[src/rtl/block_game_pkg.sv]
// Shared types and screen constants for the falling-block game controller.
package block_game_pkg;

    typedef logic [9:0] coord_t;

    typedef enum logic [1:0] {
        IDLE  = 2'd0,
        SPAWN = 2'd1,
        FALL  = 2'd2,
        GAP   = 2'd3
    } state_t;

    localparam coord_t Y_MAX  = 10'd479;
    localparam coord_t PARK_Y = 10'd480;

    // Absolute difference of two coordinates, widened so it can never wrap.
    function automatic logic [10:0] abs_diff11(input coord_t a, input coord_t b);
        logic [10:0] wa;
        logic [10:0] wb;
        wa = {1'b0, a};
        wb = {1'b0, b};
        if (wa >= wb) begin
            return wa - wb;
        end else begin
            return wb - wa;
        end
    endfunction

endpackage

[src/rtl/spawn_lfsr.sv]
// Free-running 10-bit LFSR (x^10 + x^7 + 1) and its fold/clamp into the
// legal spawn-column range.
module spawn_lfsr
    import block_game_pkg::*;
#(
    parameter logic [9:0] LFSR_SEED   = 10'h2A5,
    parameter coord_t     SPAWN_X_MIN = 10'd20,
    parameter coord_t     SPAWN_X_MAX = 10'd619
) (
    input  logic   Reset,
    input  logic   frame_clk,
    output coord_t spawn_x
);

    logic [9:0] lfsr_q;
    logic [9:0] lfsr_d;
    coord_t     folded;

    // Shift left, feedback from stages 10 and 7 enters at bit 0.
    always_comb begin
        lfsr_d = {lfsr_q[8:0], lfsr_q[9] ^ lfsr_q[6]};
    end

    // LFSR state; a nonzero seed keeps it off the all-zero lock-up state.
    always_ff @(posedge frame_clk or posedge Reset) begin
        if (Reset) begin
            lfsr_q <= LFSR_SEED;
        end else begin
            lfsr_q <= lfsr_d;
        end
    end

    // Values past the right edge fold back by 512, then the left margin is clamped.
    always_comb begin
        if (lfsr_q > SPAWN_X_MAX) begin
            folded = lfsr_q - 10'd512;
        end else begin
            folded = lfsr_q;
        end
        if (folded < SPAWN_X_MIN) begin
            spawn_x = SPAWN_X_MIN;
        end else begin
            spawn_x = folded;
        end
    end

endmodule

[src/rtl/block_spawner.sv]
// Game-level controller for the falling block: spawn column, catch/miss judging, score.
// Build option BLOCK_SPAWNER_SPEEDUP_EN shortens the inter-block gap on every catch.
module block_spawner
    import block_game_pkg::*;
#(
    parameter coord_t     SPAWN_Y     = 10'd0,
    parameter coord_t     SPAWN_X_MIN = 10'd20,
    parameter coord_t     SPAWN_X_MAX = 10'd619,
    parameter coord_t     CATCH_Y     = 10'd440,
    parameter coord_t     CATCH_WIN   = 10'd4,
    parameter coord_t     CATCH_HALF  = 10'd36,
    parameter logic [7:0] GAP_FRAMES  = 8'd60,
    parameter logic [7:0] GAP_MIN     = 8'd8,
    parameter logic [3:0] MAX_MISSES  = 4'd3,
    parameter logic [9:0] LFSR_SEED   = 10'h2A5
) (
    input  logic       Reset,
    input  logic       frame_clk,
    input  logic       Start,
    input  logic [9:0] BlockX,
    input  logic [9:0] BlockY,
    input  logic [9:0] Paddle_X,
    output logic       Block_Reset,
    output logic [9:0] Block_X_Center,
    output logic [9:0] Block_Y_Center,
    output logic [7:0] Score,
    output logic [3:0] Misses,
    output logic       Game_Over,
    output logic       Active
);

    state_t     state_q;
    logic       block_reset_q;
    coord_t     x_center_q;
    coord_t     y_center_q;
    logic [7:0] score_q;
    logic [3:0] misses_q;
    logic       game_over_q;
    logic       active_q;
    logic [7:0] gap_cnt_q;
    logic [7:0] gap_len_q;

    coord_t     spawn_x;
    logic       in_window;
    logic       caught;
    logic       missed;
    logic [3:0] misses_d;
    logic [7:0] score_d;
    logic [7:0] gap_load_d;

    spawn_lfsr #(
        .LFSR_SEED   (LFSR_SEED),
        .SPAWN_X_MIN (SPAWN_X_MIN),
        .SPAWN_X_MAX (SPAWN_X_MAX)
    ) u_lfsr (
        .Reset     (Reset),
        .frame_clk (frame_clk),
        .spawn_x   (spawn_x)
    );

    // Catch/miss decode; the window end is compared in 11 bits so it cannot wrap.
    always_comb begin
        in_window  = (BlockY >= CATCH_Y) &&
                     ({1'b0, BlockY} < ({1'b0, CATCH_Y} + {1'b0, CATCH_WIN}));
        caught     = in_window && (abs_diff11(BlockX, Paddle_X) <= {1'b0, CATCH_HALF});
        missed     = (BlockY > Y_MAX);
        misses_d   = misses_q + 4'd1;
        score_d    = (score_q == 8'hFF) ? score_q : score_q + 8'd1;
        gap_load_d = (gap_len_q == 8'd0) ? 8'd0 : gap_len_q - 8'd1;
    end

`ifdef BLOCK_SPAWNER_SPEEDUP_EN
    logic [7:0] gap_len_short_d;

    // Next gap after a catch: four frames shorter, floored at GAP_MIN.
    always_comb begin
        if ({1'b0, gap_len_q} >= ({1'b0, GAP_MIN} + 9'd4)) begin
            gap_len_short_d = gap_len_q - 8'd4;
        end else begin
            gap_len_short_d = GAP_MIN;
        end
    end
`endif

    // Game FSM; every output is registered with the value of the state being entered.
    always_ff @(posedge frame_clk or posedge Reset) begin
        if (Reset) begin
            state_q       <= IDLE;
            block_reset_q <= 1'b1;
            x_center_q    <= SPAWN_X_MIN;
            y_center_q    <= PARK_Y;
            score_q       <= 8'd0;
            misses_q      <= 4'd0;
            game_over_q   <= 1'b0;
            active_q      <= 1'b0;
            gap_cnt_q     <= 8'd0;
            gap_len_q     <= GAP_FRAMES;
        end else begin
            case (state_q)
                IDLE: begin
                    if (Start) begin
                        score_q       <= 8'd0;
                        misses_q      <= 4'd0;
                        game_over_q   <= 1'b0;
                        gap_len_q     <= GAP_FRAMES;
                        state_q       <= SPAWN;
                        block_reset_q <= 1'b1;
                        x_center_q    <= spawn_x;
                        y_center_q    <= SPAWN_Y;
                        active_q      <= 1'b1;
                    end else begin
                        block_reset_q <= 1'b1;
                        y_center_q    <= PARK_Y;
                        active_q      <= 1'b0;
                    end
                end
                SPAWN: begin
                    state_q       <= FALL;
                    block_reset_q <= 1'b0;
                    active_q      <= 1'b1;
                end
                FALL: begin
                    if (caught) begin
                        score_q       <= score_d;
`ifdef BLOCK_SPAWNER_SPEEDUP_EN
                        gap_len_q     <= gap_len_short_d;
`endif
                        gap_cnt_q     <= gap_load_d;
                        state_q       <= GAP;
                        block_reset_q <= 1'b1;
                        y_center_q    <= PARK_Y;
                        active_q      <= 1'b0;
                    end else if (missed) begin
                        misses_q      <= misses_d;
                        block_reset_q <= 1'b1;
                        y_center_q    <= PARK_Y;
                        active_q      <= 1'b0;
                        if (misses_d == MAX_MISSES) begin
                            game_over_q <= 1'b1;
                            state_q     <= IDLE;
                        end else begin
                            gap_cnt_q   <= gap_load_d;
                            state_q     <= GAP;
                        end
                    end else begin
                        state_q <= FALL;
                    end
                end
                GAP: begin
                    if (gap_cnt_q == 8'd0) begin
                        state_q       <= SPAWN;
                        block_reset_q <= 1'b1;
                        x_center_q    <= spawn_x;
                        y_center_q    <= SPAWN_Y;
                        active_q      <= 1'b1;
                    end else begin
                        gap_cnt_q <= gap_cnt_q - 8'd1;
                    end
                end
                default: begin
                    state_q       <= IDLE;
                    block_reset_q <= 1'b1;
                    y_center_q    <= PARK_Y;
                    active_q      <= 1'b0;
                end
            endcase
        end
    end

    assign Block_Reset    = block_reset_q;
    assign Block_X_Center = x_center_q;
    assign Block_Y_Center = y_center_q;
    assign Score          = score_q;
    assign Misses         = misses_q;
    assign Game_Over      = game_over_q;
    assign Active         = active_q;

endmodule

[config.mk]
export PLATFORM = sky130hd
export DESIGN_NAME = block_spawner
export DESIGN_NICKNAME = d
export VERILOG_FILES = /design/src/rtl/block_game_pkg.sv /design/src/rtl/spawn_lfsr.sv /design/src/rtl/block_spawner.sv
export SDC_FILE = /design/constraint.sdc
export NUM_CORES = 1
export LEC_CHECK = 0
export ABC_AREA = 1
export BUFFER_PORTS_ARGS = -buffer_cell sky130_fd_sc_hd__buf_2
export CORE_ASPECT_RATIO = 1.25
export CORE_MARGIN = 2
export CORE_UTILIZATION = 55
export DETAILED_ROUTE_END_ITERATION = 6
export GPL_TIMING_DRIVEN = 0
export HOLD_SLACK_MARGIN = 0.05
export PLACE_DENSITY = 0.84
export SLEW_MARGIN = 20
export SYNTH_ARGS = -nofsm -noshare
export SYNTH_HDL_FRONTEND = slang
export SYNTH_SLANG_ARGS = --single-unit
[constraint.sdc]
create_clock -name frame_clk -period 2.4 [get_ports frame_clk]
set_input_delay 0.12 -clock frame_clk [delete_from_list [all_inputs] [get_ports frame_clk]]
set_output_delay 0.12 -clock frame_clk [all_outputs]
set_load 0.01 [all_outputs]
After elaboration in Yosys (flattened, before gate mapping)
Index checks and enable logic that the tools add are counted.
- output and inout port bits: 35
- bits of input ports: 33
- register bits after elaboration: 55
- word-level logic and storage cells: 98
- magnitude comparators: 7
- reduce and logical (&&, ||, !) cells: 16
- bitwise logic cells: 1
- equal/unequal tests: 15
- add/subtract/negate cells: 6
- multiplexer cells: 43
- operators with widths (cell ; number):
    $mux W10 ; 7
    $mux W8 ; 7
    $pmux W8 S2 ; 2
    $pmux W10 S3 ; 1
    $sub A10 B10 Y11 ; 2
    $pmux W10 S2 ; 1
    $ne A2 B2 Y1 const B ; 8
    $mux W4 ; 3
    $reduce_and A4 Y1 ; 3
    $le A11 B6 Y1 const B ; 1
    $mux W11 ; 1
    $ge A10 B10 Y1 ; 1
    $ge A10 B9 Y1 const B ; 1
    $gt A10 B10 Y1 const B ; 1
    $gt A10 B9 Y1 const B ; 1
    $lt A10 B5 Y1 const B ; 1
    $lt A10 B9 Y1 const B ; 1
    $mux W1 ; 10
    $mux W2 ; 5
    $sub A10 B10 Y10 const B ; 1
    $mux W9 ; 1
    $add A8 B1 Y8 const B ; 1
    $eq A8 B8 Y1 const B ; 1
    $logic_not A8 Y1 ; 1
    other kinds (18) ; 26

Depth between registers and ports, before layout
Gate-level depths: netlist of the first run.
- depth after elaboration: 6
- gate-level depth with buffers: 22
- mapped depth without buffers: 22

Cells and area by module
Synthesis of the first run repeated with hierarchy kept, for this count alone.
- cell total of the unflattened synthesis: 543
- area total of the unflattened synthesis: 3813.7 µm²
- by module, submodules not included (module ; area an instance (µm²) ; seq. area each (µm²) ; instances ; cells an instance):
    block_spawner ; 3412.0 ; 905.9 ; 1 ; 501
    spawn_lfsr ; 401.6 ; 256.5 ; 1 ; 42

Worst setup path before layout of the first run
OpenSTA, ideal clock, no wires.
- kind: in2reg
- start: in BlockX[4]
- end: reg score_q[7] (netlist: Score[7])
- buffers on the path: 1
- stages on the path: 20
- data required time: 2.281 ns
- path slack: 0.372 ns
- library setup time: 0.119 ns
- arrival time: 1.909 ns
- path through: inv_1 > ha_1 > buf_2 > nand2_1 > inv_2 > nand2_1 > nand2_1 > nand2_1 > nand3_1 > nor2_2 > nand2_1 > nand2_1 > xor2_1 > nand2_1 > nand2_2 > nand2_2 > nand2_4 > inv_4 > nand2_1 > o21ai_2
- longest elaborated chain between the ends: 6
- elaborated cells on any way between the ends: 8
- classes of those cells: 2 x add/sub; 2 x order compare; 1 x eq/ne; 1 x mux; 2 x reduce/logical
- RTL lines (what ; line ; source):
    start, declared ; block_spawner.sv:20 ; input logic [9:0] BlockX,
    $sub A10 B10 Y11, or another cell as far along ; block_game_pkg.sv:25 ; return wb - wa;
    $mux W11 (*) ; block_game_pkg.sv:22 ; if (wa >= wb) begin
    $le A11 B6 Y1 (*) ; block_spawner.sv:65 ; caught = in_window && (abs_diff11(BlockX, Paddle_X) <= {1'b0, CATCH_HALF});
    $logic_and A1 B1 Y1 (*) ; block_spawner.sv:65 ;
    $ne A2 B2 Y1 (no line) (*) ; -- ;
    $reduce_and A4 Y1 (no line) (*) ; -- ;
    end signal, assigned ; block_spawner.sv:124 ; score_q <= score_d;
    end, declared ; block_spawner.sv:36 ; logic [7:0] score_q;
Mark *: on every way between the ends. The rest lies on a longest branch, timed or not.
A chain may end at the register's enable or synchronous reset.

Worst setup path after layout of the first run
- start: reg gap_cnt_q[0]
- end: reg x_center_q[2] (netlist: Block_X_Center[2])
- longest elaborated chain between the ends: 3
- RTL lines (what ; line ; source):
    start, declared ; block_spawner.sv:40 ; logic [7:0] gap_cnt_q;
    start signal, assigned ; block_spawner.sv:128 ; gap_cnt_q <= gap_load_d;
    start signal, assigned ; block_spawner.sv:142 ; gap_cnt_q <= gap_load_d;
    start signal, assigned ; block_spawner.sv:157 ; gap_cnt_q <= gap_cnt_q - 8'd1;
    $logic_not A8 Y1 ; block_spawner.sv:150 ; if (gap_cnt_q == 8'd0) begin
    $ne A2 B2 Y1 (no line) ; -- ;
    $reduce_and A3 Y1 (no line) ; -- ;
    end signal, assigned ; block_spawner.sv:108 ; x_center_q <= spawn_x;
    end signal, assigned ; block_spawner.sv:153 ; x_center_q <= spawn_x;
    end, declared ; block_spawner.sv:34 ; coord_t x_center_q;
No other way between the ends.

==> results of run 1 <==
-- worst max-delay path, cell delays in order (launching register included) --
cell and delay (ns):
dfrtp_1 0.40, inv_1 0.09, ha_1 0.20, nand2_1 0.09, nor2_1 0.12, inv_2 0.07
o41ai_4 0.30, o21ai_1 0.17, a21oi_1 0.23, buf_2 0.26, nand3_1 0.10, o21a_1 0.11
-- registers in the layout (all words and copies together) (netlist names) --
signal	cells
state_q	2
Block_Reset	1
Block_X_Center	10
u_lfsr.lfsr_q	10
Active	1
Score	8
gap_cnt_q	8
Game_Over	1
Block_Y_Center	1
Misses	4
-- path summary, 6_finish.rpt --
check	startpoint	to	slack, ns	depth (start not counted)
max in group asynchronous	Reset	Block_Y_Center[7]$_DFFE_PP1P_	1.57	4
setup / recovery	gap_cnt_q[0]$_DFFE_PP0P_	Block_X_Center[2]$_DFFE_PP1P_	0.19	11
hold reg to reg	u_lfsr.lfsr_q[8]$_DFF_PP0_	u_lfsr.lfsr_q[9]$_DFF_PP1_	0.39	0
min in group asynchronous	Reset	Score[2]$_DFFE_PP0P_	0.30	3
hold / removal	Start	Block_Y_Center[7]$_DFFE_PP1P_	0.14	4
setup reg to reg	gap_cnt_q[0]$_DFFE_PP0P_	Block_X_Center[2]$_DFFE_PP1P_	0.19	11
-- timing repair --
item	in CTS	in global routing
hold buffers	1	0
endpoints found under the setup margin	0	18
gates resized for setup	0	2
endpoints found under the hold margin	12	0
-- cells by family (layout without fill, tap and decap cells) --
| group | after synthesis | after routing | synth area share, % |
|---|---|---|---|
| AOI/OAI and AO/OA | 48 | 48 | 8.529 |
| DFF | 46 | 46 | 32.08 |
| and+or+nand+nor | 287 | 287 | 35.05 |
| xor gates and xnor gates | 12 | 12 | 2.901 |
| adders and majority gates | 28 | 28 | 9.669 |
| other | 1 | 6 | 0.1035 |
| buffers and inverters | 102 | 171 | 11.67 |
-- layout make-up --
class,instances,share of cell area (%)
inverter,88,7.957
clock inverter,3,0.5085
tap,87,2.602
sequential,46,27.79
clock buffer,5,1.645
multi-input combinational,381,49.57
buffer,14,2.154
timing repair buffer,61,7.777
-- power groups by stage --
stage / clock network, W / registers, W / logic [W]
2_1_floorplan: 0 / 0.00103 / 0.000989
3_3_place_gp: 0 / 0.00102 / 0.00129
3_5_place_dp: 0 / 0.00103 / 0.00134
4_1_cts: 0.000496 / 0.00102 / 0.00135
5_1_grt: 0.000521 / 0.00104 / 0.00154
6_report: 0.000486 / 0.00102 / 0.00136
-- placed cells by master, fill, tap and decap left out, types with 2 or more instances in the layout --
cell type	count
nand2_4	3
a21oi_1	15
xor2_1	10
dfrtp_1	37
or2_2	2
nand4_1	7
ha_1	28
o31ai_1	3
inv_2	6
nor2_2	2
o21ai_0	11
nand3_1	50
o21ai_1	6
clkbuf_1	2
nor2_1	32
dfstp_2	9
buf_4	9
nor2_4	3
nand2_1	172
clkbuf_8	5
xnor2_1	2
inv_1	81
o21a_1	2
nand3b_1	3
nand2_2	8
o21ai_2	4
conb_1	6
buf_2	62
-- per-stage QoR --
stage	setup slack, ns	total power (W)	std cells	area (um^2)	setup TNS [ns]
after floorplan	0.3719	0.002018	529	3642	0
after global placement	-0.09167	0.002310	675	4046	-0.9540
after detailed placement	-0.1179	0.002366	676	4066	-1.193
after CTS	0.09087	0.002864	685	4167	0
after global routing	-0.01800	0.003101	685	4183	-0.02700
final	0.1864	0.002866	685	4183	0
-- per-layer routing --
layer | global-route usage [%] | vias to the layer above | share of wire (%)
met3 | 3.824 | 21 | 4.5
met1 | 23.21 | 1638 | 40
met4 | 9.697 | 0 | 2.5
met5 | 0 | - | 0
met2 | 46.02 | 105 | 53
li1 | - | 1770 | -
==> impl_metrics.tcl, run 1 <==
set metrics [dict create \
    slew-limit-headroom_pct 49.60 \
    clkSinkCount 46 \
    wire_per_inst_um 12.13 \
    htreeDepth 2 \
    root_buffer "clkbuf_8" \
    powerDensity_nw_per_um2 685.1 \
    maxSlewViolCount 0 \
    internal_power_w 0.001591 \
    grt_overflow 0 \
    crit_type "register to register" \
    numCtsBuffers 5 \
    hpwl_mm 6.364 \
    yosys_warnings 0 \
    post-route-period-util_pct 92.23 \
    drt_first_pass_iters 5 \
    crit_path_end_kind "register" \
    syn_inst 524 \
    nets 658 \
    vias_per_cell 5.159 \
    io_buffer_count 59 \
    fp.dieH_um 94.75 \
    clk_latency_ns 0.31 \
    hold_class "primary input to register" \
    syn_area_um2 3623 \
    hold_violations 0 \
    grt_max_degree 35 \
    wl_mm 8.312 \
    grt_pass1_wl_mm 13.61 \
    cts_setup_buffers 0 \
    cp.required_ns 2.65 \
    status "completed" \
    drv_cap 0 \
    synth-async-reset-ratio_pct 100.0 \
    gp_congestion 0.9183 \
    final_util_pct 64.52 \
    yosysSeqAreaShare_pct 32.08 \
    switching_share_pct 44.47 \
    ys_ff_latch 46 \
    synth_top_cell_by_area "dfrtp_1" \
    netlist_top_cells_area "dfrtp_1 26%, nand2_1 18%, ha_1 9.7%" \
    fmax_mhz 451.7 \
    synth_most_common_cell "nand2_1" \
    synth_top_area_share_pct 25.55 \
    die_area_um2 7258 \
    rows 33 \
    p_leak_nw 2.381 \
    core_area_um2 6482 \
    fin_skew_ns 0.008962 \
    hold_ws_ns 0.1414 \
    fin_crit_ns 2.214 \
    syn_avg_cell_area_um2 6.915 \
    antenna_found_initial 0 \
    seqPwrFrac_pct 35.6 \
    comb_power_share_pct 47.4 \
    route.vias.total 3534 \
    fillers 564 \
    antennaDiodeCount 0 \
    clkTransAtPathRegs_ns 0.09 \
    tightest_slew_ns 0.7510 \
    seqCellArea_um2 1162 \
    die_w_um 76.60 \
    synthDistinctLibCells 40 \
    synth_edf_count 0 \
    drive_gt1_share_pct 20.40 \
    drtIter0Drc 112 \
    synth_top_cells_by_count "172 x nand2_1, 82 x inv_1, 50 x nand3_1, 37 x dfrtp_1, 32 x nor2_1" \
    multi_input_area_um2 2073 \
    num_io_pins 68 \
    p_sw_w 0.001274 \
    finalSetupViolCount 0 \
    first_global_vias 3339 \
    syn_to_final_growth_pct 15.44 \
    startpoint_type "register" \
    start_util_pct 55.90 \
    clockBufferDepth 2 \
    ant_nets 0 \
    crit_arrival_ns 2.46 \
    clkPwrFrac_pct 17.0 \
    ir_worst_vdd_mv 0.7055 \
    yosys_most_used_dff "dfrtp_1" \
    drt_drc_violations_left 0 \
    cp_max_fo 10 \
    grtUsageTotal_pct 22.90 \
    cts_tree "yes" \
]
No activity file was read; power rests on OpenSTA's default activity.
==> run 2, diff against run 1 <==
Settings changed: SYNTH_HIERARCHICAL from default to 1.
==> run 2 against run 1 <==
Die area up 5.0%. Area after synthesis up 5.2%. First-iteration DRC count up 88%. Fmax up 0.27%. Register-to-register slack better by 0.09 ns. Combinational power up 26%. Global-route usage about the same. Critical endpoint is now Score[0]$_DFFE_PP0P_. Critical path type is now primary input to register. Count of clock-buffer cells in the layout unchanged. Largest cell class unchanged.
==> impl_metrics.tcl, run 2 <==
set metrics [dict create \
    finalInstanceArea_um2 4493 \
    cpPeakStageDelay_ns 0.27 \
    place_area_um2 4237 \
    wire_per_inst_um 11.86 \
    drv_cap 0 \
    syn_inst 543 \
    yosys_most_used_dff "dfrtp_1" \
    cp_max_fo 8 \
    htreeDepth 2 \
    hold_violations 0 \
    synthDistinctLibCells 42 \
    num_io_pins 68 \
    route.vias.total 3566 \
    fillers 545 \
    grt_pass1_wl_mm 14.56 \
    synth_top_cells_by_count "157 x nand2_1, 95 x inv_1, 41 x nand3_1, 40 x nor2_1, 37 x dfrtp_1" \
    drtIter0Drc 211 \
    slew-limit-headroom_pct 50.17 \
    nets 680 \
    cp_top_family "simple AND/OR/NAND/NOR gates" \
    wl_mm 8.383 \
    worstPathCellList "buf_2 -> inv_1 -> ha_1 -> buf_4 -> a21oi_4 -> nand2_1 -> nand2_1 -> nand3_2 -> nor2_4 -> nand2_1 -> nand2_1 -> nand2_1 -> inv_1 -> nand2_1 -> nor2_2 -> nand2_2 -> nand2_2 -> nand3_4 -> buf_12 -> nand2_2 -> o21ai_2" \
    rows 33 \
    clk_latency_ns 0.31 \
    post-route-period-util_pct 91.98 \
    yosys_warnings 6 \
    root_buffer "clkbuf_8" \
    antennaDiodeCount 0 \
    synth_top_area_share_pct 24.28 \
    synth_xor_area_share_pct 2.067 \
    first_global_vias 3600 \
    cts_tree "yes" \
    grt_max_degree 37 \
    core_area_um2 6648 \
    synth_top_family_by_area "simple AND/OR/NAND/NOR gates" \
    hpwl_mm 6.589 \
    grtUsageTotal_pct 22.88 \
    synth_top_cell_by_area "dfrtp_1" \
    hold_ws_ns 0.1344 \
    fin_crit_ns 2.208 \
    synth_edf_count 0 \
    synthAdderAreaFrac_pct 9.186 \
    drt_drc_violations_left 0 \
    critPathSlowestCell "ha_1" \
    muxShareOfSynthArea_pct 2.953 \
    clkTransAtPathRegs_ns 0.10 \
    drt_first_pass_iters 4 \
    antenna_found_initial 0 \
    cp.required_ns 2.61 \
    io_buffer_count 59 \
    synth-async-reset-ratio_pct 100.0 \
    fin_setup_tns_ns 0 \
    start_util_pct 57.37 \
    ir_worst_vdd_mv 0.3619 \
    internal_power_w 0.001850 \
    status "completed" \
    p_sw_w 0.001378 \
    crit_path_end_kind "register" \
    switching_share_pct 42.69 \
    seqPwrFrac_pct 32.0 \
    drive_gt1_share_pct 26.77 \
    synth_most_common_cell "nand2_1" \
    ys_ff_latch 46 \
    clkPwrFrac_pct 14.9 \
    gp_congestion 0.9354 \
    fmax_mhz 453.0 \
    hold_class "primary input to register" \
    startpoint_type "primary input" \
    tightest_slew_ns 0.7464 \
    fp.dieH_um 97.10 \
    fin_skew_ns 0.01296 \
    synthSimpleGateAreaFrac_pct 32.71 \
    crit_arrival_ns 2.42 \
    netlist_top_cells_area "dfrtp_1 24%, nand2_1 15%, inv_1 9.4%" \
    syn_to_final_growth_pct 17.81 \
    layout_common_cells "151 x nand2_1, 94 x inv_1, 59 x buf_2" \
    p_leak_nw 2.500 \
    maxSlewViolCount 0 \
    ant_nets 0 \
    vias_per_cell 5.044 \
    yosysSeqAreaShare_pct 30.48 \
    syn_area_um2 3814 \
    finalSetupViolCount 0 \
    syn_avg_cell_area_um2 7.023 \
    synth_compound_area_share_pct 9.088 \
    comb_power_share_pct 53.1 \
    grt_overflow 0 \
    clkSinkCount 46 \
    cpMostUsedCell "nand2_1" \
    total_power_w 0.003229 \
    die_area_um2 7620 \
    r2r_setup_slack_ns 0.28 \
    die_w_um 78.48 \
    clockBufferDepth 2 \
    path_buf_inv 5 \
    layout_commonest_cell "nand2_1" \
    crit_type "primary input to register" \
    powerDensity_nw_per_um2 718.6 \
    numCtsBuffers 5 \
]
## run 2: cell families after synthesis
kind of cell / count (synthesis)
multiplexers: 10
other: 1
XOR/XNOR: 9
AO/OA/AOI/OAI: 52
AND/OR/NAND/NOR: 279
buffers and inverters: 118
flip-flops: 46
adder cells (fa/ha/maj): 28
## run 2: layout make-up
cell class	instances	area [um^2]	area share (%)
Tap cell	87	108.9	2.423
Multi-Input combinational cell	384	2230	49.62
Clock buffer	5	68.82	1.532
Inverter	98	367.9	8.187
Clock inverter	3	25.02	0.5569
Timing Repair Buffer	65	377.9	8.410
Sequential cell	46	1162	25.87
Buffer	19	152.6	3.397
## run 2: what timing repair did
action	CTS	global route
buffers inserted	0	3
setup endpoints to repair	0	29
endpoints found under the hold margin	37	0
resized for setup	0	22
hold buffers	1	0
## run 2: layer usage
metal | GRT usage (%) | part of all wire (%) | vias up | wire length, um
met2 | 43.30 | 53 | 98 | 4415
li1 | - | - | 1822 | -
met5 | 0 | 0 | - | 0
met4 | 9.852 | 2.3 | 0 | 195
met1 | 25.27 | 41 | 1628 | 3403
met3 | 2.509 | 4.4 | 18 | 367
## run 2: final timing paths
path,startpoint,endpoint,cells past startpoint
setup / recovery,BlockX[5],Score[0]$_DFFE_PP0P_,21
hold / removal,Start,Block_Y_Center[7]$_DFFE_PP1P_,4
setup reg to reg,gap_cnt_q[0]$_DFFE_PP0P_,Block_X_Center[0]$_DFFE_PP0P_,10
hold reg to reg,u_lfsr/lfsr_q[1]$_DFF_PP0_,u_lfsr/lfsr_q[2]$_DFF_PP1_,0
max in group asynchronous,Reset,gap_cnt_q[6]$_DFFE_PP0P_,3
min in group asynchronous,Reset,u_lfsr/lfsr_q[6]$_DFF_PP0_,3
## run 2: power by group through the flow
stage	clock network [W]	logic (W)	registers, W
global route	0.000534	0.00191	0.00105
detailed placement	0	0.00151	0.00104
global placement	0	0.00147	0.00103
CTS	0.000500	0.00152	0.00103
floorplan	0	0.00115	0.00105
finish	0.000482	0.00171	0.00103
## run 2: worst min-delay path: stages
cell     delay (ns)
buf_2          0.10
o21ai_0        0.07
nand4_1        0.09
nand2_1        0.05
## run 2: through the flow
stage	std cells	worst slack, ns	util (%)
global route	707	-0.01917	67.59
floorplan	548	0.2466	-
finish	707	0.1924	67.59
detailed placement	694	-0.2220	63.73
CTS	703	0.02515	65.29
global placement	694	-0.1543	63.73
==> run 3, diff against run 2 <==
Settings changed: RECOVER_POWER from default to 100.
==> run 3 against run 2 <==
Core utilization decreased by 0.49 points. Fmax decreased by 0.12%. Critical path depth decreased by 1. Non-clock buffer count unchanged. Sequential power about the same. First-iteration DRC count decreased by 5.7%.
==> impl_metrics.tcl, run 3 (synthesized netlist as in run 2, its figures left out) <==
set metrics [dict create \
    rows 33 \
    seqPwrFrac_pct 32.1 \
    internal_power_w 0.001833 \
    antenna_found_initial 0 \
    vias_per_cell 5.033 \
    gp_congestion 0.9354 \
    drv_cap 0 \
    drt_drc_violations_left 0 \
    status "completed" \
    setup_ws_ns 0.1898 \
    clk_latency_ns 0.31 \
    first_global_vias 3600 \
    fmax_mhz 452.5 \
    grt_pass1_wl_mm 14.56 \
    root_buffer "clkbuf_8" \
    nets 680 \
    htreeDepth 2 \
    die_area_um2 7620 \
    start_util_pct 57.37 \
    fin_skew_ns 0.01103 \
    r2r_cells 10 \
    finalSetupViolCount 0 \
    grt_overflow 0 \
    final_util_pct 67.10 \
    cp_max_fo 8 \
    powerDensity_nw_per_um2 720.0 \
    crit_path_end_kind "register" \
    tightest_slew_ns 1.350 \
    comb_power_share_pct 53.0 \
    num_io_pins 68 \
    cts_tree "yes" \
    core_area_um2 6648 \
    fin_crit_ns 2.210 \
    layout_common_cells "151 x nand2_1, 95 x inv_1, 40 x nand3_1" \
    syn_to_final_growth_pct 16.96 \
    crit_type "primary input to register" \
    hold_class "primary input to register" \
    die_w_um 78.48 \
    startpoint_type "primary input" \
    crit_arrival_ns 2.42 \
    clkSinkCount 46 \
    p_sw_w 0.001379 \
    fillers 561 \
    dp_slack_ns -0.2220 \
    timing.rr.end "Block_X_Center[0]$_DFFE_PP0P_" \
    wl_mm 8.444 \
    io_buffer_count 59 \
    drive_gt1_share_pct 21.61 \
    grt_max_degree 37 \
    wire_per_inst_um 11.94 \
    drtIter0Drc 199 \
    numCtsBuffers 5 \
    hold_violations 0 \
    r2r-start "gap_cnt_q[0]$_DFFE_PP0P_" \
    slew-limit-headroom_pct 9.884 \
    grtUsageTotal_pct 22.88 \
    route.vias.total 3558 \
    hold_start "Start" \
    total_power_w 0.003212 \
    hold_depth 4 \
    fp.dieH_um 97.10 \
    cp.required_ns 2.61 \
    maxSlewViolCount 0 \
    ir_worst_vdd_mv 0.3613 \
    post-route-period-util_pct 92.09 \
    switching_share_pct 42.94 \
    ant_nets 0 \
    p_leak_nw 2.400 \
    antennaDiodeCount 0 \
    hold_end "Block_Y_Center[7]$_DFFE_PP1P_" \
    fin_setup_tns_ns 0 \
    clockBufferDepth 2 \
    hpwl_mm 6.589 \
    layout_commonest_cell "nand2_1" \
    drt_first_pass_iters 4 \
    clkTransAtPathRegs_ns 0.09 \
    clkPwrFrac_pct 15.0 \
    r2r_setup_slack_ns 0.28 \
]
[run 3: cell types whose count changed in the layout (fill, tap and decap cells not counted)]
| cell | previous run | this run |
|---|---|---|
| dfstp_1 | 0 | 5 |
| inv_1 | 94 | 95 |
| buf_2 | 59 | 33 |
| clkbuf_1 | 5 | 31 |
| inv_2 | 3 | 2 |
| buf_4 | 14 | 11 |
| clkbuf_4 | 0 | 3 |
| dfstp_2 | 9 | 4 |
[run 3: worst max-delay path by stage]
stage	from	to	slack (ns)
final	BlockX[9]	Score[0]$_DFFE_PP0P_	0.19
after global routing	BlockX[9]	Score[0]$_DFFE_PP0P_	-0.02
after CTS	gap_cnt_q[0]$_DFFE_PP0P_	Block_X_Center[0]$_DFFE_PP0P_	0.03
after detailed placement	BlockX[5]	gap_cnt_q[0]$_DFFE_PP0P_	-0.22
after global placement	BlockX[5]	gap_cnt_q[0]$_DFFE_PP0P_	-0.15
after floorplan	BlockX[5]	Score[1]$_DFFE_PP0P_	0.25
[run 3: power by group through the flow]
stage	logic [W]	registers (W)	clock network (W)
finish	0.00170	0.00103	0.000480
global route	0.00189	0.00105	0.000534
CTS	0.00152	0.00103	0.000500
detailed placement	0.00151	0.00104	0
global placement	0.00147	0.00103	0
floorplan	0.00115	0.00105	0
[run 3: cell type report]
class                      count  area (um^2)  share of cell area, %
buffer                        19        152.6                  3.422
inverter                      98        367.9                  8.247
clock inverter                 3        25.02                 0.5610
multi-input combinational    384         2230                  49.99
sequential                    46         1162                  26.06
tap                           87        108.9                  2.440
clock buffer                   5        68.82                  1.543
timing repair buffer          65        345.3                  7.742
[run 3: routing by layer]
layer  part of all wire (%)  up-vias  GRT usage (%)
met5                      0        -              0
met4                    2.4        0          9.852
met3                    4.1       20          2.509
met2                     52       96          43.30
met1                     41     1623          25.27
li1                       -     1819              -
[run 3: per-stage QoR]
step | instances | cell area, um^2 | hold WS [ns]
2_1_floorplan | 548 | 3832 | -0.04340
3_3_place_gp | 694 | 4237 | 0.1067
3_5_place_dp | 694 | 4237 | 0.1281
5_1_grt | 707 | 4461 | 0.1553
4_1_cts | 703 | 4340 | 0.1203
6_report | 707 | 4461 | 0.1404
[run 3: timing repair]
action,4_1_cts,5_1_grt
endpoints found under the setup margin,0,29
hold endpoints to repair,37,0
hold buffers,1,0
resized for setup,0,22
setup buffers,0,3
[run 3: worst max-delay path: stages]
cell and delay, ns:
buf_2 0.09, inv_1 0.04, ha_1 0.39, nand2_2 0.17, inv_1 0.08, a21oi_2 0.18
nand3_2 0.11, nor2_4 0.20, nand2_1 0.08, nand2_1 0.09, nand2_1 0.05, inv_1 0.04
nand2_1 0.05, nor2_2 0.12, nand2_2 0.10, nand2_2 0.09, nand3_4 0.13, buf_12 0.19
nand2_2 0.05, o21ai_2 0.05
